**src/rtl/hiscore_pkg.sv**
```systemverilog
// Shared state encodings, region entry type and constants for the hiscore upload path.
package hiscore_pkg;

  localparam logic [2:0] ST_IDLE    = 3'd0;
  localparam logic [2:0] ST_PAUSE   = 3'd1;
  localparam logic [2:0] ST_FETCH   = 3'd2;
  localparam logic [2:0] ST_WAIT    = 3'd3;
  localparam logic [2:0] ST_READY   = 3'd4;
  localparam logic [2:0] ST_DONE    = 3'd5;
  localparam logic [2:0] ST_RELEASE = 3'd6;

  localparam logic [7:0] IDLE_BYTE = 8'hFF;

  typedef struct packed {
    logic [15:0] start;
    logic [7:0]  len_m1;
  } region_t;

  // The game CPU is held from PAUSE up to and including DONE.
  function automatic logic holds_pause(input logic [2:0] st);
    logic res;
    case (st)
      ST_PAUSE, ST_FETCH, ST_WAIT, ST_READY, ST_DONE: res = 1'b1;
      default:                                        res = 1'b0;
    endcase
    return res;
  endfunction

endpackage

```
**src/rtl/hiscore_dumper_region_table.sv**
```systemverilog
// Region table: decodes table downloads, stores {start, len-1} per entry, tracks the
// entry count and, with HS_DIRTY_REQ_EN defined, flags CPU writes landing in a region.
module hiscore_region_table
  import hiscore_pkg::*;
#(
  parameter int         AW        = 11,
  parameter int         ENTRIES   = 4,
  parameter logic [7:0] CFG_INDEX = 8'd3
) (
  input  logic                       clk_sys,
  input  logic                       reset_n,
  input  logic                       idle,
  input  logic                       ioctl_download,
  input  logic                       ioctl_wr,
  input  logic [24:0]                ioctl_addr,
  input  logic [7:0]                 ioctl_dout,
  input  logic [7:0]                 ioctl_index,
  input  logic [$clog2(ENTRIES)-1:0] len_idx,
  input  logic [$clog2(ENTRIES)-1:0] start_idx,
  output logic [7:0]                 len_m1,
  output logic [AW-1:0]              start,
  output logic [$clog2(ENTRIES):0]   count,
  output logic                       configured,
  input  logic                       cpu_wr,
  input  logic [AW-1:0]              cpu_addr,
  output logic                       cpu_hit
);
  localparam int IW = $clog2(ENTRIES);
  localparam int CW = IW + 1;

  region_t       tbl_q [ENTRIES];
  region_t       tbl_d [ENTRIES];
  logic [CW-1:0] count_q, count_d;
  logic [CW-1:0] count_base_s, k_next_s;
  logic          configured_q, configured_d;
  logic          dl_prev_q;
  logic          cfg_sel_s, dl_rise_s, dl_fall_s, wr_ok_s;
  logic [22:0]   k_s;
  logic [IW-1:0] k_idx_s;

  // Loading is only honoured while the dumper is idle, so a busy-time download is dropped whole.
  assign k_s          = ioctl_addr[24:2];
  assign k_idx_s      = k_s[IW-1:0];
  assign cfg_sel_s    = idle && (ioctl_index == CFG_INDEX);
  assign dl_rise_s    = cfg_sel_s && ioctl_download && !dl_prev_q;
  assign dl_fall_s    = cfg_sel_s && !ioctl_download && dl_prev_q;
  assign wr_ok_s      = cfg_sel_s && ioctl_download && ioctl_wr && (k_s < 23'(ENTRIES));
  assign count_base_s = dl_rise_s ? {CW{1'b0}} : count_q;
  assign k_next_s     = CW'(k_idx_s) + CW'(1'b1);

  // Next-state for table storage, entry count and the configured flag.
  always_comb begin
    tbl_d   = tbl_q;
    count_d = count_base_s;
    if (wr_ok_s) begin
      case (ioctl_addr[1:0])
        2'd0:    tbl_d[k_idx_s].start[15:8] = ioctl_dout;
        2'd1:    tbl_d[k_idx_s].start[7:0]  = ioctl_dout;
        2'd2:    tbl_d[k_idx_s].len_m1      = ioctl_dout;
        default: tbl_d[k_idx_s]             = tbl_q[k_idx_s];
      endcase
      if (k_next_s > count_base_s) count_d = k_next_s;
      else                         count_d = count_base_s;
    end else begin
      count_d = count_base_s;
    end
    if (dl_fall_s) configured_d = (count_q != {CW{1'b0}});
    else           configured_d = configured_q;
  end

  // Table state registers.
  always_ff @(posedge clk_sys or negedge reset_n) begin
    if (!reset_n) begin
      for (int i = 0; i < ENTRIES; i++) tbl_q[i] <= '0;
      count_q      <= {CW{1'b0}};
      configured_q <= 1'b0;
      dl_prev_q    <= 1'b0;
    end else begin
      tbl_q        <= tbl_d;
      count_q      <= count_d;
      configured_q <= configured_d;
      dl_prev_q    <= ioctl_download;
    end
  end

  assign len_m1     = tbl_q[len_idx].len_m1;
  assign start      = AW'(tbl_q[start_idx].start);
  assign count      = count_q;
  assign configured = configured_q;

`ifdef HS_DIRTY_REQ_EN
  logic [ENTRIES-1:0] hit_vec_s;

  // Distance from region start, modulo 2^AW, makes wrapping regions fall out naturally.
  for (genvar g = 0; g < ENTRIES; g++) begin : g_cmp
    logic [AW-1:0] rel_s;
    assign rel_s        = cpu_addr - AW'(tbl_q[g].start);
    assign hit_vec_s[g] = (CW'(g) < count_q) &&
                          ({8'd0, rel_s} <= {{AW{1'b0}}, tbl_q[g].len_m1});
  end

  assign cpu_hit = cpu_wr && (|hit_vec_s);
`else
  logic unused_cpu_s;
  assign unused_cpu_s = cpu_wr ^ (^cpu_addr);
  assign cpu_hit      = 1'b0;
`endif

endmodule

```
**src/rtl/hiscore_dumper.sv**
```systemverilog
// Hiscore upload responder: pauses the CPU and streams tabled RAM regions to the HPS.
// Optional macro HS_DIRTY_REQ_EN adds CPU-write dirty tracking driving ioctl_upload_req.
module hiscore_dumper
  import hiscore_pkg::*;
#(
  parameter int         AW         = 11,
  parameter int         ENTRIES    = 4,
  parameter logic [7:0] CFG_INDEX  = 8'd3,
  parameter logic [7:0] DATA_INDEX = 8'd4
) (
  input  logic          clk_sys,
  input  logic          reset_n,
  input  logic          ioctl_download,
  input  logic          ioctl_wr,
  input  logic [24:0]   ioctl_addr,
  input  logic [7:0]    ioctl_dout,
  input  logic [7:0]    ioctl_index,
  input  logic          ioctl_upload,
  input  logic          ioctl_rd,
  output logic [7:0]    ioctl_din,
  output logic          ioctl_upload_req,
  output logic          pause_req,
  input  logic          paused,
  output logic [AW-1:0] ram_addr,
  output logic          ram_rd,
  input  logic [7:0]    ram_dout,
  input  logic          cpu_wr,
  input  logic [AW-1:0] cpu_addr,
  output logic          configured,
  output logic          busy
);
  localparam int IW = $clog2(ENTRIES);
  localparam int CW = IW + 1;

  logic [2:0]    state_q, state_d;
  logic [CW-1:0] ent_q, ent_d;
  logic [7:0]    off_q, off_d;
  logic          pend_q, pend_d;
  logic          up_prev_q;
  logic [7:0]    din_q, din_d;
  logic [AW-1:0] ram_addr_q, ram_addr_d;
  logic          ram_rd_q, ram_rd_d;
  logic          pause_q, pause_d;
  logic          busy_q, busy_d;

  logic [CW-1:0] count_s;
  logic          configured_s, hit_s, strobe_s;
  logic          up_rise_s, up_fall_s;
  logic [AW-1:0] nxt_start_s;
  logic [7:0]    cur_len_s;

  assign up_rise_s = ioctl_upload && !up_prev_q;
  assign up_fall_s = !ioctl_upload && up_prev_q;

  hiscore_region_table #(
    .AW        (AW),
    .ENTRIES   (ENTRIES),
    .CFG_INDEX (CFG_INDEX)
  ) u_table (
    .clk_sys        (clk_sys),
    .reset_n        (reset_n),
    .idle           (state_q == ST_IDLE),
    .ioctl_download (ioctl_download),
    .ioctl_wr       (ioctl_wr),
    .ioctl_addr     (ioctl_addr),
    .ioctl_dout     (ioctl_dout),
    .ioctl_index    (ioctl_index),
    .len_idx        (ent_q[IW-1:0]),
    .start_idx      (ent_d[IW-1:0]),
    .len_m1         (cur_len_s),
    .start          (nxt_start_s),
    .count          (count_s),
    .configured     (configured_s),
    .cpu_wr         (cpu_wr),
    .cpu_addr       (cpu_addr),
    .cpu_hit        (hit_s)
  );

  // Stream FSM: pointer walk, one-deep strobe pending flag, upload-drop override.
  always_comb begin
    state_d  = state_q;
    ent_d    = ent_q;
    off_d    = off_q;
    pend_d   = pend_q;
    strobe_s = 1'b0;
    case (state_q)
      ST_IDLE: begin
        pend_d = 1'b0;
        if (up_rise_s && (ioctl_index == DATA_INDEX) && configured_s) state_d = ST_PAUSE;
        else                                                          state_d = ST_IDLE;
      end
      ST_PAUSE: begin
        pend_d = pend_q | ioctl_rd;
        if (paused) begin
          state_d = ST_FETCH;
          ent_d   = {CW{1'b0}};
          off_d   = 8'd0;
        end else begin
          state_d = ST_PAUSE;
        end
      end
      ST_FETCH: begin
        pend_d  = pend_q | ioctl_rd;
        state_d = ST_WAIT;
      end
      ST_WAIT: begin
        pend_d  = pend_q | ioctl_rd;
        state_d = ST_READY;
      end
      ST_READY: begin
        strobe_s = ioctl_rd | pend_q;
        pend_d   = 1'b0;
        if (strobe_s) begin
          if (off_q == cur_len_s) begin
            off_d = 8'd0;
            ent_d = ent_q + CW'(1'b1);
          end else begin
            off_d = off_q + 8'd1;
            ent_d = ent_q;
          end
          if (ent_d == count_s) state_d = ST_DONE;
          else                  state_d = ST_FETCH;
        end else begin
          state_d = ST_READY;
        end
      end
      ST_DONE: begin
        pend_d  = 1'b0;
        state_d = ST_DONE;
      end
      ST_RELEASE: begin
        pend_d  = 1'b0;
        state_d = ST_IDLE;
      end
      default: begin
        pend_d  = 1'b0;
        state_d = ST_IDLE;
      end
    endcase
    if (up_fall_s && (state_q != ST_IDLE) && (state_q != ST_RELEASE)) state_d = ST_RELEASE;
    else                                                              state_d = state_d;
  end

  // Output next-values are derived from the next state so every output is a flop.
  always_comb begin
    busy_d   = (state_d != ST_IDLE);
    pause_d  = holds_pause(state_d);
    ram_rd_d = (state_d == ST_FETCH);
    if (state_d == ST_FETCH) ram_addr_d = nxt_start_s + AW'(off_d);
    else                     ram_addr_d = ram_addr_q;
    case (state_d)
      ST_IDLE, ST_DONE, ST_RELEASE: din_d = IDLE_BYTE;
      default: begin
        if (state_q == ST_WAIT) din_d = ram_dout;
        else                    din_d = din_q;
      end
    endcase
  end

  // Main state and output registers.
  always_ff @(posedge clk_sys or negedge reset_n) begin
    if (!reset_n) begin
      state_q    <= ST_IDLE;
      ent_q      <= {CW{1'b0}};
      off_q      <= 8'd0;
      pend_q     <= 1'b0;
      up_prev_q  <= 1'b0;
      din_q      <= IDLE_BYTE;
      ram_addr_q <= {AW{1'b0}};
      ram_rd_q   <= 1'b0;
      pause_q    <= 1'b0;
      busy_q     <= 1'b0;
    end else begin
      state_q    <= state_d;
      ent_q      <= ent_d;
      off_q      <= off_d;
      pend_q     <= pend_d;
      up_prev_q  <= ioctl_upload;
      din_q      <= din_d;
      ram_addr_q <= ram_addr_d;
      ram_rd_q   <= ram_rd_d;
      pause_q    <= pause_d;
      busy_q     <= busy_d;
    end
  end

  assign ioctl_din  = din_q;
  assign pause_req  = pause_q;
  assign ram_addr   = ram_addr_q;
  assign ram_rd     = ram_rd_q;
  assign busy       = busy_q;
  assign configured = configured_s;

`ifdef HS_DIRTY_REQ_EN
  logic dirty_q, dirty_d;
  logic up_req_q, up_req_d;

  // A region hit outranks the RELEASE clear so a write racing the upload end is kept.
  always_comb begin
    if (hit_s)                       dirty_d = 1'b1;
    else if (state_q == ST_RELEASE)  dirty_d = 1'b0;
    else                             dirty_d = dirty_q;
    up_req_d = dirty_q & configured_s & ~busy_q;
  end

  // Dirty tracking registers.
  always_ff @(posedge clk_sys or negedge reset_n) begin
    if (!reset_n) begin
      dirty_q  <= 1'b0;
      up_req_q <= 1'b0;
    end else begin
      dirty_q  <= dirty_d;
      up_req_q <= up_req_d;
    end
  end

  assign ioctl_upload_req = up_req_q;
`else
  logic unused_hit_s;
  assign unused_hit_s     = hit_s;
  assign ioctl_upload_req = 1'b0;
`endif

endmodule

```
**config.mk**
```make
export PLATFORM = sky130hd
export DESIGN_NAME = hiscore_dumper
export DESIGN_NICKNAME = d
export VERILOG_FILES = /design/src/rtl/hiscore_pkg.sv /design/src/rtl/hiscore_dumper_region_table.sv /design/src/rtl/hiscore_dumper.sv
export SDC_FILE = /design/constraint.sdc
export NUM_CORES = 1
export LEC_CHECK = 0
export ABC_CLOCK_PERIOD_IN_PS = 6100
export BUFFER_PORTS_ARGS = -buffer_cell sky130_fd_sc_hd__buf_2
export CORE_MARGIN = 2
export CORE_UTILIZATION = 49
export CTS_CLUSTER_SIZE = 25
export DETAILED_ROUTE_END_ITERATION = 6
export GPL_TIMING_DRIVEN = 0
export PLACE_DENSITY = 0.75
export RECOVER_POWER = 25
export SYNTH_ARGS = -nofsm -noshare
export SYNTH_HDL_FRONTEND = slang
export SYNTH_SLANG_ARGS = --single-unit
export TNS_END_PERCENT = 1
```
**constraint.sdc**
```tcl
create_clock -name clk_sys -period 6.1 [get_ports clk_sys]
set_clock_uncertainty 0.1 [all_clocks]
set_input_delay 1.525 -clock clk_sys [delete_from_list [all_inputs] [get_ports clk_sys]]
set_output_delay 1.525 -clock clk_sys [all_outputs]
set_load 0.1 [all_outputs]
```
==> results.json, run 1 <==
{
  "status": "finished, violations left",
  "violations": "DRC, capacitance limit, slew limit",
  "drc": 1,
  "p_int_w": 0.00186,
  "cts_hold_buf": 0,
  "drv_slew": 122,
  "critPathKind": "input pin to flip-flop",
  "wl_per_cell_microns": 20.0,
  "portBuffers": 78,
  "ctsResizeCount": 0,
  "irDropWorstVdd_mv": 0.214,
  "io_pins": 92,
  "r2r-end": "ram_addr[10]",
  "p_clk_share_pct": 28.1,
  "cp.arrival_ns": 6.03,
  "critPathMaxStageDelay_ns": 0.49,
  "swShare_pct": 42.6,
  "yosysSeqAreaShare_pct": 40.8,
  "rsz0062_at_grt": "false",
  "path_buf_inv": 6,
  "slew_headroom_pct": -68.7,
  "min_from": "ioctl_din[0]",
  "antenna_found_initial": 0,
  "leakage_nw": 3.76,
  "crit_fanout": 10,
  "cts_num_sinks": 119,
  "ys_seq_elements": 119,
  "synth.distinct_cells": 58,
  "hpwl_mm": 15.5,
  "hold_class": "flip-flop to flip-flop",
  "initial_core_util_pct": 50.2,
  "syn-num-nets": 877,
  "synth_area_sq_um": 7320,
  "power.density_nw_per_um2": 383,
  "min_period_ns": 5.78,
  "drive_gt1_share_pct": 20.2,
  "synth_ff_type": "dfrtp_1",
  "power_frac_comb_pct": 42.9,
  "drtPass1Iterations": 7,
  "die_w_microns": 126,
  "grt_pass1_wl_mm": 34.6,
  "power_frac_seq_pct": 29.0,
  "synthTopCellsByArea": "dfrtp_1, o21ai_0, mux4_2",
  "reg2reg_depth": 22,
  "end_kind": "flip-flop",
  "crit_chain": "buf_2 -> nor2b_1 -> mux2i_1 -> or2_2 -> buf_1 -> o21a_1 -> a211o_1 -> buf_6 -> buf_2 -> mux2i_1 -> a21oi_2 -> ha_1 -> inv_1 -> fa_1 -> inv_1 -> a21oi_1 -> o21bai_1 -> a21oi_1 -> o21bai_1 -> a21o_1 -> a21oi_1 -> or4_4 -> a31oi_2",
  "synthArstFlopShare_pct": 100,
  "cts_root_buffer": "clkbuf_16",
  "timing.hold.ws_ns": 0.388,
  "dieHeight_microns": 126,
  "p_total_w": 0.00325,
  "die-area_sq_um": 15900,
  "synth.most_common_cell": "o21ai_0",
  "cts_tree": "built",
  "ctsLongestPathBuffers": 2,
  "clk_pin_slew_worst_paths_ns": 0.05,
  "post_drt_via_cell_ratio": 6.10,
  "fin_crit_sh_pct": 94.8,
  "cp_top_family": "compound AO/OA/AOI/OAI gates",
  "hold_path_end": "ioctl_din[0]",
  "synthTopCellsByCount": "o21ai_0, dfrtp_1, nor2_1",
  "final-seq-area_sq_um": 2990,
  "power_switching_w": 0.00138,
  "start_kind": "input pin",
  "finalHoldViolCount": 0,
  "synth.avg_cell_area_sq_um": 9.26,
  "core_region_area_sq_um": 14600,
  "grt_max_degree": 75,
  "ant_nets": 0,
  "cap_violations": 2,
  "clk_latency_ns": 0.42,
  "multi_input_area_sq_um": 4060,
  "synth_edf_count": 0,
  "nets": 975,
  "syn_to_final_growth_pct": 15.9,
  "rrSetupSlack_ns": 0.52,
  "worstPathRequired_ns": 6.34,
  "drtIter0Drc": 855,
  "antenna_cells": 0,
  "cts_buffers": 17,
  "fillers": 1265,
  "post_cts_buffers": 0,
  "timing.rr.start": "ent_q[0]",
  "syn_inst": 791,
  "ys_warn_count": 0,
  "worst_slew_pin_slew_ns": 2.53,
  "setup_viol": 0,
  "grt_pass1_vias": 6555,
  "yosysTopAreaCell": "dfrtp_1",
  "htreeDepth": 4,
  "gp_congestion": 0.942,
  "grt-ovfl-total": 0,
  "holdPathStages": 2,
  "vias": 6623,
  "timing.fmax_ghz": 0.173,
  "critPathSlowestCell": "or4_4",
  "cpMostUsedCell": "a21oi_1",
  "core.rowCount": 44,
  "track_usage_pct": 28.2,
  "routed_wl_mm": 21.7,
  "synth_top_area_share_pct": 37.9
}
worst reg2reg max path: stages, from the launching register on:
cell      delay (ns)
dfrtp_1         0.43
buf_6           0.22
mux4_2          0.59
xnor2_1         0.21
nand4_1         0.17
nor2_1          0.28
a211o_1         0.35
buf_6           0.23
buf_2           0.34
mux2i_1         0.15
a21oi_2         0.24
ha_1            0.21
inv_1           0.05
fa_1            0.40
inv_1           0.07
a21oi_1         0.06
o21bai_1        0.21
a21oi_1         0.10
o21bai_1        0.19
a21o_1          0.14
a21oi_1         0.10
or4_4           0.49
a31oi_2         0.18
placed cells by master, fill, tap and decap left out, types with 8 or more instances in the layout:
cell / instances
o21ai_0: 157
dfrtp_1: 111
nor2_1: 82
buf_2: 78
nand2_1: 68
a21oi_1: 50
clkbuf_1: 31
mux4_2: 28
nor2b_1: 27
inv_1: 25
mux2_2: 23
mux2i_1: 19
xnor2_1: 17
nand3_1: 17
ha_1: 17
clkbuf_16: 17
buf_1: 9
and2_1: 9
dfstp_2: 8
power groups by stage:
stage	Combinational, W	Sequential (W)	Clock [W]
2_1_floorplan	0.000669	0.00137	0
3_3_place_gp	0.00136	0.000953	0
3_5_place_dp	0.00138	0.000955	0
4_1_cts	0.00139	0.000942	0.000922
5_1_grt	0.00149	0.000951	0.000954
6_report	0.00139	0.000941	0.000913
kinds of logic after synthesis:
| logic type | share of synthesized area [%] |
|---|---|
| adders and majority gates | 3.18 |
| buffers and inverters | 3.79 |
| AOI/OAI and AO/OA | 18.7 |
| xor gates and xnor gates | 2.51 |
| and+or+nand+nor | 15.8 |
| muxes | 15.1 |
| other | 0.0512 |
| DFF | 40.8 |
per-layer routing:
layer	global-route usage (%)	up-vias	wire length, microns
li1	-	3013	-
met1	36.5	3149	8610
met2	44.8	383	10000
met3	6.29	78	2090
met4	14.7	0	979
met5	0	-	0
area by class of cell:
type                    count  area share [%]
clock buffers              29            6.14
multi-input cells         607            47.9
flip-flops and latches    119            35.2
inverters                  27            1.19
plain buffers              38            2.08
repair buffers             79            4.62
clock inverters             3           0.177
well taps                 184            2.71
stage by stage:
step | worst slack, ns | util, % | setup TNS [ns] | instance area (sq um) | instances
3_3_place_gp | -0.0914 | 54.4 | -0.0914 | 7940 | 1053
3_5_place_dp | -0.141 | 54.7 | -0.141 | 7980 | 1054
6_report | 0.319 | 58.1 | 0 | 8480 | 1086
5_1_grt | 0.0430 | 58.1 | 0 | 8480 | 1086
4_1_cts | 0.303 | 58.3 | 0 | 8510 | 1086
2_1_floorplan | 0.648 | - | 0 | 7320 | 791
worst max path at each step:
stage                start            to  cells after the start
floorplan           paused  ram_addr[10]                     22
global placement    paused  ram_addr[10]                     23
detailed placement  paused  ram_addr[10]                     23
CTS                 paused  ram_addr[10]                     23
global route        paused  ram_addr[10]                     23
finish              paused  ram_addr[10]                     23
No activity file was read; power rests on OpenSTA's default activity.
==> run 2: changes to the inputs <==
--- a/config.mk
+++ b/config.mk
@@ -8,13 +8,15 @@
 export ABC_CLOCK_PERIOD_IN_PS = 6100
 export BUFFER_PORTS_ARGS = -buffer_cell sky130_fd_sc_hd__buf_2
 export CORE_MARGIN = 2
-export CORE_UTILIZATION = 49
+export CORE_UTILIZATION = 50
 export CTS_CLUSTER_SIZE = 25
 export DETAILED_ROUTE_END_ITERATION = 6
 export GPL_TIMING_DRIVEN = 0
-export PLACE_DENSITY = 0.75
+export MAX_ROUTING_LAYER = met4
+export PLACE_DENSITY = 0.76
 export RECOVER_POWER = 25
 export SYNTH_ARGS = -nofsm -noshare
 export SYNTH_HDL_FRONTEND = slang
+export SYNTH_HIERARCHICAL = 1
 export SYNTH_SLANG_ARGS = --single-unit
 export TNS_END_PERCENT = 1
==> run 2 against run 1 <==
Effect of this change:
- the run still ends with DRC, capacitance limit, slew limit left
- sequential share of layout area shrank 3.3 points
- critical path type is now flip-flop to flip-flop
- largest cell class unchanged
- critical endpoint unchanged
- final cell count grew 6.6%
- sequential cell count is the same
- first-iteration DRC count grew 44%
==> results.json, run 2 <==
{
  "status": "finished, violations left",
  "violations": "DRC, capacitance limit, slew limit",
  "critPathKind": "flip-flop to flip-flop",
  "drtIter0Drc": 1235,
  "vias": 7473,
  "drtPass1Iterations": 7,
  "drv_slew": 122,
  "grt_pass1_vias": 6805,
  "initial_core_util_pct": 51.0,
  "critPathMaxStageDelay_ns": 0.64,
  "core.rowCount": 46,
  "start_kind": "flip-flop",
  "path_buf_inv": 2,
  "placed_cell_area_sq_um": 8760,
  "track_usage_pct": 29.6,
  "portBuffers": 77,
  "synth_area_sq_um": 8070,
  "critPathSlowestCell": "mux4_2",
  "ant_nets": 0,
  "setup_tns_ns": 0,
  "syn-num-nets": 919,
  "antenna_found_initial": 0,
  "cts_buffers": 17,
  "cts_num_sinks": 119,
  "post_drt_via_cell_ratio": 6.45,
  "cap_violations": 2,
  "worstPathRequired_ns": 6.32,
  "crit_fanout": 10,
  "place_ws_ns": 0.193,
  "gp_congestion": 0.974,
  "fin_crit_sh_pct": 93.0,
  "cts_tree": "built",
  "grt_pass1_wl_mm": 37.3,
  "cp_top_family": "multiplexers",
  "hold_class": "flip-flop to flip-flop",
  "io_pins": 92,
  "syn_inst": 833,
  "worst_slew_pin_slew_ns": 2.36,
  "timing.fmax_ghz": 0.176,
  "grt_max_degree": 75,
  "antenna_cells": 0,
  "drive_gt1_share_pct": 21.8,
  "crit_chain": "clkbuf_2 -> mux4_2 -> xnor2_1 -> nand4_1 -> nor2_1 -> nand2_1 -> o21ai_0 -> buf_2 -> mux4_2 -> fa_1 -> a21o_1 -> a211oi_1 -> nor2_1 -> o2111ai_1 -> xnor2_1 -> mux2_4",
  "power.density_nw_per_um2": 309,
  "final_core_util_pct": 59.1,
  "nets": 1016,
  "core_region_area_sq_um": 15800,
  "cts_root_buffer": "clkbuf_16",
  "finalHoldViolCount": 0,
  "setup_viol": 0,
  "clk_pin_slew_worst_paths_ns": 0.05,
  "fin_ws_ns": 0.427,
  "irDropWorstVdd_mv": 0.247,
  "wl_per_cell_microns": 20.7,
  "cts_hold_buf": 0,
  "die-area_sq_um": 17200,
  "min_period_ns": 5.67,
  "clk_latency_ns": 0.43,
  "routed_wl_mm": 24.0,
  "leakage_nw": 4.02,
  "ys_warn_count": 6,
  "slew_headroom_pct": -57.6,
  "syn_to_final_growth_pct": 16.0,
  "final_cell_area_sq_um": 9360,
  "grt-ovfl-total": 0,
  "cp.arrival_ns": 5.89,
  "synth.avg_cell_area_sq_um": 9.68,
  "dieHeight_microns": 131,
  "hpwl_mm": 16.4,
  "ctsLongestPathBuffers": 2,
  "die_w_microns": 131,
  "layout_common_cells": "nor2_1, dfrtp_1, a21oi_1, buf_2, mux2i_1",
  "htreeDepth": 4,
  "end_kind": "flip-flop",
  "layout_commonest_cell": "nor2_1",
  "timing.hold.ws_ns": 0.396,
  "drc": 5,
  "rsz0062_at_grt": "false"
}
==> run 2: timing repair <==
| action | in CTS | in global routing |
|---|---|---|
| resized for setup | 0 | 2 |
| setup buffers | 0 | 0 |
| endpoints found under the setup margin | 0 | 5 |
==> run 2: per-layer routing <==
metal  track usage, %  routed length, microns  up-vias
li1                 -                       -     3371
met2             42.3                   10600      494
met5                -                       0        -
met4             17.6                    1240        0
met3             7.21                    2420      104
met1             38.1                    9720     3504
==> run 2: layout make-up <==
| class | count | area (sq um) |
|---|---|---|
| plain buffers | 53 | 323 |
| clock inverters | 8 | 144 |
| flip-flops and latches | 119 | 2990 |
| multi-input cells | 653 | 4730 |
| clock buffers | 23 | 488 |
| inverters | 8 | 30.0 |
| repair buffers | 78 | 387 |
| well taps | 216 | 270 |
| fillers | 1321 | 6470 |
==> run 2: path summary, 6_finish.rpt <==
check	slack, ns	end	from	cells after the start
max	0.43	ram_addr[10]	ent_q[0]	16
min	0.40	ram_addr[6]	ram_addr[6]	1
min in group asynchronous	1.71	asynchronous set/reset pin	reset_n	1
min reg2reg	0.40	ram_addr[6]	ram_addr[6]	1
max in group asynchronous	1.30	u_table/dl_prev_q	reset_n	2
max reg2reg	0.43	ram_addr[10]	ent_q[0]	16
==> run 2: power by group <==
group	switching (W)	total, W	internal (W)
Sequential	0.0000318	0.000879	0.000847
Combinational	0.000622	0.000922	0.000300
Clock	0.000366	0.00109	0.000722
==> run 2: stage by stage <==
| stage | power (W) | instances |
|---|---|---|
| after global routing | 0.00301 | 1158 |
| after global placement | 0.00179 | 1126 |
| final | 0.00289 | 1158 |
| after CTS | 0.00289 | 1158 |
| after floorplan | 0.00160 | 833 |
| after detailed placement | 0.00181 | 1127 |
